$ cat src/rtl/layer_scheduler_pkg.sv
// Shared types and constants for the inference layer sequencer: FSM states,
// layer indices, shared memory port widths and the per-layer request bundle.
package sched_pkg;

    typedef enum logic [2:0] {
        S_IDLE,
        S_LAUNCH,
        S_WAIT,
        S_GAP,
        S_FINISH,
        S_ERROR
    } sched_state_t;

    localparam int L_CONV1 = 0;
    localparam int L_CONV2 = 1;
    localparam int L_CONV3 = 2;
    localparam int L_CONV4 = 3;
    localparam int L_FC1   = 4;
    localparam int L_FC2   = 5;
    localparam int L_FC3   = 6;

    localparam int ADDR_W = 16;
    localparam int DATA_W = 8;
    localparam int ROW_W  = 9;

    localparam int DEF_TIMEOUT = 1048576;
    localparam int DEF_GAP_CYC = 2;

    typedef struct packed {
        logic [ADDR_W-1:0] ram_addr_w;
        logic [DATA_W-1:0] ram_data_w;
        logic              ram_en;
        logic              ram_wea;
        logic [ADDR_W-1:0] ram_addr_r;
        logic              ram_en_r;
        logic [ADDR_W-1:0] rom_addr_rw;
        logic              rom_en_rw;
        logic [ROW_W-1:0]  rom_addr_row;
        logic              rom_en_row;
    } mem_req_t;

endpackage

$ cat src/rtl/layer_port_mux.sv
// Combinational selector handing the shared RAM/ROM ports to one layer; when
// ownership is not granted every field is forced to zero.
module layer_port_mux
    import sched_pkg::*;
#(
    parameter int N_LAYERS = 7
) (
    input  logic [N_LAYERS*ADDR_W-1:0] l_ram_addr_w,
    input  logic [N_LAYERS*DATA_W-1:0] l_ram_data_w,
    input  logic [N_LAYERS-1:0]        l_ram_en,
    input  logic [N_LAYERS-1:0]        l_ram_wea,
    input  logic [N_LAYERS*ADDR_W-1:0] l_ram_addr_r,
    input  logic [N_LAYERS-1:0]        l_ram_en_r,
    input  logic [N_LAYERS*ADDR_W-1:0] l_rom_addr_rw,
    input  logic [N_LAYERS-1:0]        l_rom_en_rw,
    input  logic [N_LAYERS*ROW_W-1:0]  l_rom_addr_row,
    input  logic [N_LAYERS-1:0]        l_rom_en_row,
    input  logic [2:0]                 sel,
    input  logic                       own,
    output mem_req_t                   req
);

    mem_req_t lane [N_LAYERS];

    for (genvar k = 0; k < N_LAYERS; k++) begin : g_lane
        assign lane[k] = '{
            ram_addr_w:   l_ram_addr_w[k*ADDR_W +: ADDR_W],
            ram_data_w:   l_ram_data_w[k*DATA_W +: DATA_W],
            ram_en:       l_ram_en[k],
            ram_wea:      l_ram_wea[k],
            ram_addr_r:   l_ram_addr_r[k*ADDR_W +: ADDR_W],
            ram_en_r:     l_ram_en_r[k],
            rom_addr_rw:  l_rom_addr_rw[k*ADDR_W +: ADDR_W],
            rom_en_rw:    l_rom_en_rw[k],
            rom_addr_row: l_rom_addr_row[k*ROW_W +: ROW_W],
            rom_en_row:   l_rom_en_row[k]
        };
    end

    always_comb begin
        req = '0;
        if (own && (int'(sel) < N_LAYERS))
            req = lane[sel];
    end

endmodule

$ cat src/rtl/layer_scheduler.sv
// Sequences the network layers one at a time, grants the active layer the
// shared memory ports, watches for per-layer timeouts and captures the class.
module layer_scheduler
    import sched_pkg::*;
#(
    parameter int N_LAYERS = 7,
    parameter int TIMEOUT  = DEF_TIMEOUT,
    parameter int GAP_CYC  = DEF_GAP_CYC
) (
    input  logic                       clk,
    input  logic                       rst_n,
    input  logic                       run,
    input  logic                       abort,
    output logic                       busy,
    output logic                       done,
    output logic                       err,
    output logic [2:0]                 cur_layer,
    output logic [N_LAYERS-1:0]        layer_start,
    input  logic [N_LAYERS-1:0]        layer_end,
    input  logic [N_LAYERS*ADDR_W-1:0] l_ram_addr_w,
    input  logic [N_LAYERS*DATA_W-1:0] l_ram_data_w,
    input  logic [N_LAYERS-1:0]        l_ram_en,
    input  logic [N_LAYERS-1:0]        l_ram_wea,
    input  logic [N_LAYERS*ADDR_W-1:0] l_ram_addr_r,
    input  logic [N_LAYERS-1:0]        l_ram_en_r,
    input  logic [N_LAYERS*ADDR_W-1:0] l_rom_addr_rw,
    input  logic [N_LAYERS-1:0]        l_rom_en_rw,
    input  logic [N_LAYERS*ROW_W-1:0]  l_rom_addr_row,
    input  logic [N_LAYERS-1:0]        l_rom_en_row,
    output logic [ADDR_W-1:0]          ram_addr_w,
    output logic [DATA_W-1:0]          ram_data_w,
    output logic                       ram_en,
    output logic                       ram_wea,
    output logic [ADDR_W-1:0]          ram_addr_r,
    output logic                       ram_en_r,
    output logic [ADDR_W-1:0]          rom_addr_rw,
    output logic                       rom_en_rw,
    output logic [ROW_W-1:0]           rom_addr_row,
    output logic                       rom_en_row,
    input  logic signed [7:0]          score_a,
    input  logic signed [7:0]          score_b,
    output logic                       class_out,
    output logic                       result_valid
);

    localparam int TMO_W = $clog2(TIMEOUT + 1);
    localparam int GAP_W = $clog2(GAP_CYC + 2);
    localparam logic [2:0] LAST = 3'(N_LAYERS - 1);

    sched_state_t state, state_nxt;
    logic [2:0]          idx;
    logic [TMO_W-1:0]    tmo_cnt;
    logic [GAP_W-1:0]    gap_cnt;
    logic [N_LAYERS-1:0] end_q;
    logic                end_rise, tmo_hit, gap_ok, run_ok, own;
    mem_req_t            req;

    assign end_rise = layer_end[idx] & ~end_q[idx];
    assign tmo_hit  = (tmo_cnt == TMO_W'(TIMEOUT - 1));
    // The end level must be low both live and in its registered copy, so a
    // held end pulse is fully released before the next layer is launched.
    assign gap_ok   = ~layer_end[idx] & ~end_q[idx] & (gap_cnt >= GAP_W'(GAP_CYC));
    assign run_ok   = run & ~abort & ((state == S_IDLE) | (state == S_ERROR));

    always_comb begin
        state_nxt = state;
        unique case (state)
            S_IDLE:   if (run) state_nxt = S_LAUNCH;
            S_LAUNCH: state_nxt = S_WAIT;
            S_WAIT: begin
                if (end_rise)     state_nxt = S_GAP;
                else if (tmo_hit) state_nxt = S_ERROR;
            end
            S_GAP:    if (gap_ok) state_nxt = (idx == LAST) ? S_FINISH : S_LAUNCH;
            S_FINISH: state_nxt = S_IDLE;
            S_ERROR:  if (run) state_nxt = S_LAUNCH;
            default:  state_nxt = S_IDLE;
        endcase
        if (abort) state_nxt = S_IDLE;
    end

    always_ff @(posedge clk or negedge rst_n) begin
        if (!rst_n) state <= S_IDLE;
        else        state <= state_nxt;
    end

    always_ff @(posedge clk or negedge rst_n) begin
        if (!rst_n) begin
            idx          <= '0;
            tmo_cnt      <= '0;
            gap_cnt      <= '0;
            end_q        <= '0;
            err          <= 1'b0;
            class_out    <= 1'b0;
            result_valid <= 1'b0;
        end else begin
            end_q <= layer_end;
            if (abort) begin
                idx <= '0;
                err <= 1'b0;
            end else begin
                if (run_ok) begin
                    idx          <= '0;
                    err          <= 1'b0;
                    result_valid <= 1'b0;
                end
                unique case (state)
                    S_LAUNCH: tmo_cnt <= '0;
                    S_WAIT: begin
                        tmo_cnt <= tmo_cnt + TMO_W'(1);
                        gap_cnt <= '0;
                        if (!end_rise && tmo_hit) err <= 1'b1;
                    end
                    S_GAP: begin
                        if (gap_cnt < GAP_W'(GAP_CYC)) gap_cnt <= gap_cnt + GAP_W'(1);
                        if (gap_ok && idx != LAST)     idx <= idx + 3'd1;
                    end
                    S_FINISH: begin
                        class_out    <= (score_b > score_a);
                        result_valid <= 1'b1;
                    end
                    default: ;
                endcase
            end
        end
    end

    assign busy      = (state == S_LAUNCH) | (state == S_WAIT) | (state == S_GAP) | (state == S_FINISH);
    assign done      = (state == S_FINISH);
    assign own       = (state == S_LAUNCH) | (state == S_WAIT);
    assign cur_layer = idx;

    for (genvar k = 0; k < N_LAYERS; k++) begin : g_start
        assign layer_start[k] = (state == S_LAUNCH) && (idx == 3'(k));
    end

    layer_port_mux #(.N_LAYERS(N_LAYERS)) u_mux (
        .l_ram_addr_w   (l_ram_addr_w),
        .l_ram_data_w   (l_ram_data_w),
        .l_ram_en       (l_ram_en),
        .l_ram_wea      (l_ram_wea),
        .l_ram_addr_r   (l_ram_addr_r),
        .l_ram_en_r     (l_ram_en_r),
        .l_rom_addr_rw  (l_rom_addr_rw),
        .l_rom_en_rw    (l_rom_en_rw),
        .l_rom_addr_row (l_rom_addr_row),
        .l_rom_en_row   (l_rom_en_row),
        .sel            (idx),
        .own            (own),
        .req            (req)
    );

    assign ram_addr_w   = req.ram_addr_w;
    assign ram_data_w   = req.ram_data_w;
    assign ram_en       = req.ram_en;
    assign ram_wea      = req.ram_wea;
    assign ram_addr_r   = req.ram_addr_r;
    assign ram_en_r     = req.ram_en_r;
    assign rom_addr_rw  = req.rom_addr_rw;
    assign rom_en_rw    = req.rom_en_rw;
    assign rom_addr_row = req.rom_addr_row;
    assign rom_en_row   = req.rom_en_row;

endmodule
$ cat config.mk
export PLATFORM = sky130hd
export DESIGN_NAME = layer_scheduler
export DESIGN_NICKNAME = d
export VERILOG_FILES = /design/src/rtl/layer_scheduler_pkg.sv /design/src/rtl/layer_port_mux.sv /design/src/rtl/layer_scheduler.sv
export SDC_FILE = /design/constraint.sdc
export NUM_CORES = 1
export LEC_CHECK = 0
export CORE_AREA = 2 2 235 237
export CTS_CLUSTER_SIZE = 40
export DETAILED_ROUTE_END_ITERATION = 16
export DIE_AREA = 0 0 237 239
export HOLD_SLACK_MARGIN = 0.03
export PLACE_DENSITY = 0.45
export SETUP_SLACK_MARGIN = 0.1
export SLEW_MARGIN = 0
export SYNTH_ARGS = -nofsm -noshare
export SYNTH_HDL_FRONTEND = slang
export SYNTH_SLANG_ARGS = --single-unit
$ cat constraint.sdc
create_clock -name clk -period 6.3 [get_ports clk]
set_clock_uncertainty 0.2 [all_clocks]
set_input_delay 0.945 -clock clk [delete_from_list [all_inputs] [get_ports clk]]
set_output_delay 0.945 -clock clk [all_outputs]
set_load 0.02 [all_outputs]
==> run metrics <==
status complete, no violations; final hold viol count 0; Max Slew Vio Count 0; WL per Instance 21.6 um; final net count 1760; Placer Congestion 0.916; RSZ-0062 raised after global routing false; initial DRC count between 300 and 400; routed vias/inst 4.20; Setup TNS 0 ps; GRT overflow 0; hold_buf cts 0; initial antenna violation count 5; Leakage 4.51 nW; ys async rst share 100%; Post-CTS Setup Bufs 0; Routed Antenna Nets 0; CTS root buffer clkbuf_16; H-Tree Depth 2; Clock Latency Late Sink ~290 ps; worst path arrival time 3940 ps; Synth area leaders mux4_2 25%, dfrtp_1 16%, mux2_2 13%; Critical Path Source Type register; final WL 41.8 mm; max_cap viols 0; # rows 86; post-CTS sizing 0; Max-slew headroom 18.5%; drt drc 0; Worst-path clk slew about 60 ps; maximum fanout along the worst path 37; Min Clock Period, post-route 5090 ps; CTS tree built; share of cells above drive strength 1 14.4%; largest net degree at the start of global routing 57; Worst Path Required around 5200 ps; Yosys cell types 53; first-pass GRT wire length 58.2 mm; Mapped Cells 681; Post-Syn Area 6270 um2; clk sink count 39; Worst Hold Class register to register; critical path class register to output pin; slew of the pin with the lowest slew margin 1220 ps; nature of the critical path endpoint output pin; iteration count of the initial detailed-routing pass 4; mean area per synthesized cell between 9 and 10 um2; total track usage 13.8%; hpwl dp 34.6 mm; Yosys top cell by area mux4_2; Longest Clk Path Bufs 2; Via Count 8120; Mapped Nets 1213; synth warn 0; PD cells ~170 nW/um2; Setup-failing EPs final 0; Synth top area share around a quarter; total power draw 0.00225 W; Initial Util 11.5%; Post-synth top flop dfrtp_1; FILL cells 5859; I/O Buffers 601; die height ~240 um; # IOs 602; Seq/Total Area, Yosys 15.6%; die width 237 um; number of CTS-inserted buffers 5; number of synthesized flops with an enable pin 0; fmax 197 MHz; Synth top cells by count 101 x nor2_1, 77 x nor3_1, 71 x a221oi_1, 70 x mux2_2, 70 x mux4_2; vias in the first global route 8550; Die Footprint between 50000 and 60000 um2; area grow syn2layout 109%; core box area 54300 um2; peak supply drop about 0.13 mV; fin crit share 80.7%; post-synthesis register bit count 39; top-count cell post-synth nor2_1
## final timing paths
kind                                          start  slack [ps]                       end  cells past startpoint
max                          cur_layer[1]$_DFF_PN0_        1210                rom_en_row                      5
min                        result_valid$_DFFE_PN0P_         290  result_valid$_DFFE_PN0P_                      1
max reg2reg                  cur_layer[1]$_DFF_PN0_        2120      state[0]$_DFFE_PN0P_                      7
min reg2reg                result_valid$_DFFE_PN0P_         290  result_valid$_DFFE_PN0P_                      1
max in group asynchronous                     rst_n        4590    cur_layer[0]$_DFF_PN0_                      1
min in group asynchronous                     rst_n         620      state[0]$_DFFE_PN0P_                      1
## critical path: stages (launching register included)
cell and delay [ps]:
dfrtp_4 810, nor2b_4 1080, buf_4 420, a221oi_1 140, nor3_1 460, clkdlybuf4s50_1 710
## cell type report
| cell class | instances | area [um2] | area share, % |
|---|---|---|---|
| Antenna cell | 2 | 5.00 | 0.0381 |
| Clock buffer | 7 | 153 | 1.16 |
| Clock inverter | 1 | 7.51 | 0.0572 |
| Inverter | 17 | 66.3 | 0.505 |
| Multi-Input combinational cell | 552 | 4930 | 37.6 |
| Sequential cell | 39 | 987 | 7.52 |
| Tap cell | 704 | 881 | 6.71 |
| Timing Repair Buffer | 613 | 6100 | 46.4 |
## layout by cell type, fill, tap and decap left out, types with 26 or more instances in the layout
cell             netlist  routed
dfrtp_1               39      36
clkdlybuf4s50_1        0     600
nor3_1                77      77
mux2_2                70      70
nor2_1               101     101
mux4_2                70      70
a221oi_1              71      71
nand2_1               26      26
## flip-flops by register name, summed over array words and instances, names as in the netlist
register	flops
state	3
err	1
gap_cnt	2
cur_layer	3
tmo_cnt	21
end_q	7
class_out	1
result_valid	1
## cells by family (layout without fill, tap and decap cells)
logic type,after synthesis,count (layout),share of synthesized area (%)
AOI/OAI and AO/OA,113,113,14.7
xor gates and xnor gates,18,18,2.51
adders and majority gates,15,15,2.99
buffers and inverters,90,638,5.87
DFF,39,39,15.6
muxes,146,146,38.8
other,0,2,0
and+or+nand+nor,260,260,19.6
## per-layer routing
layer / routed length [um] / vias to the layer above / global-route usage [%]
met5: 22 / - / 0
met4: 476 / 4 / 1.65
met3: 3040 / 30 / 3.61
met2: 21500 / 344 / 24.8
met1: 16800 / 3941 / 17.0
li1: - / 3801 / -
## where the power goes
part | switching (W) | internal [W]
combinational | 0.000815 | 0.000836
sequential | 0.0000423 | 0.000281
clock | 0.000106 | 0.000168
## metrics by stage
| step | worst slack (ps) | cell area (um2) | cells | utilization (%) | hold WS [ps] |
|---|---|---|---|---|---|
| 3_5_place_dp | 1260 | 13000 | 1925 | 23.9 | 278 |
| 3_3_place_gp | 1240 | 13000 | 1925 | 23.9 | 265 |
| 6_report | 1210 | 13100 | 1935 | 24.2 | 289 |
| 5_1_grt | 794 | 13100 | 1934 | 24.2 | 315 |
| 4_1_cts | 936 | 13100 | 1933 | 24.2 | 292 |
| 2_1_floorplan | 2950 | 6270 | 681 | - | 297 |
Note: power is estimated with default switching activity, not from simulation.
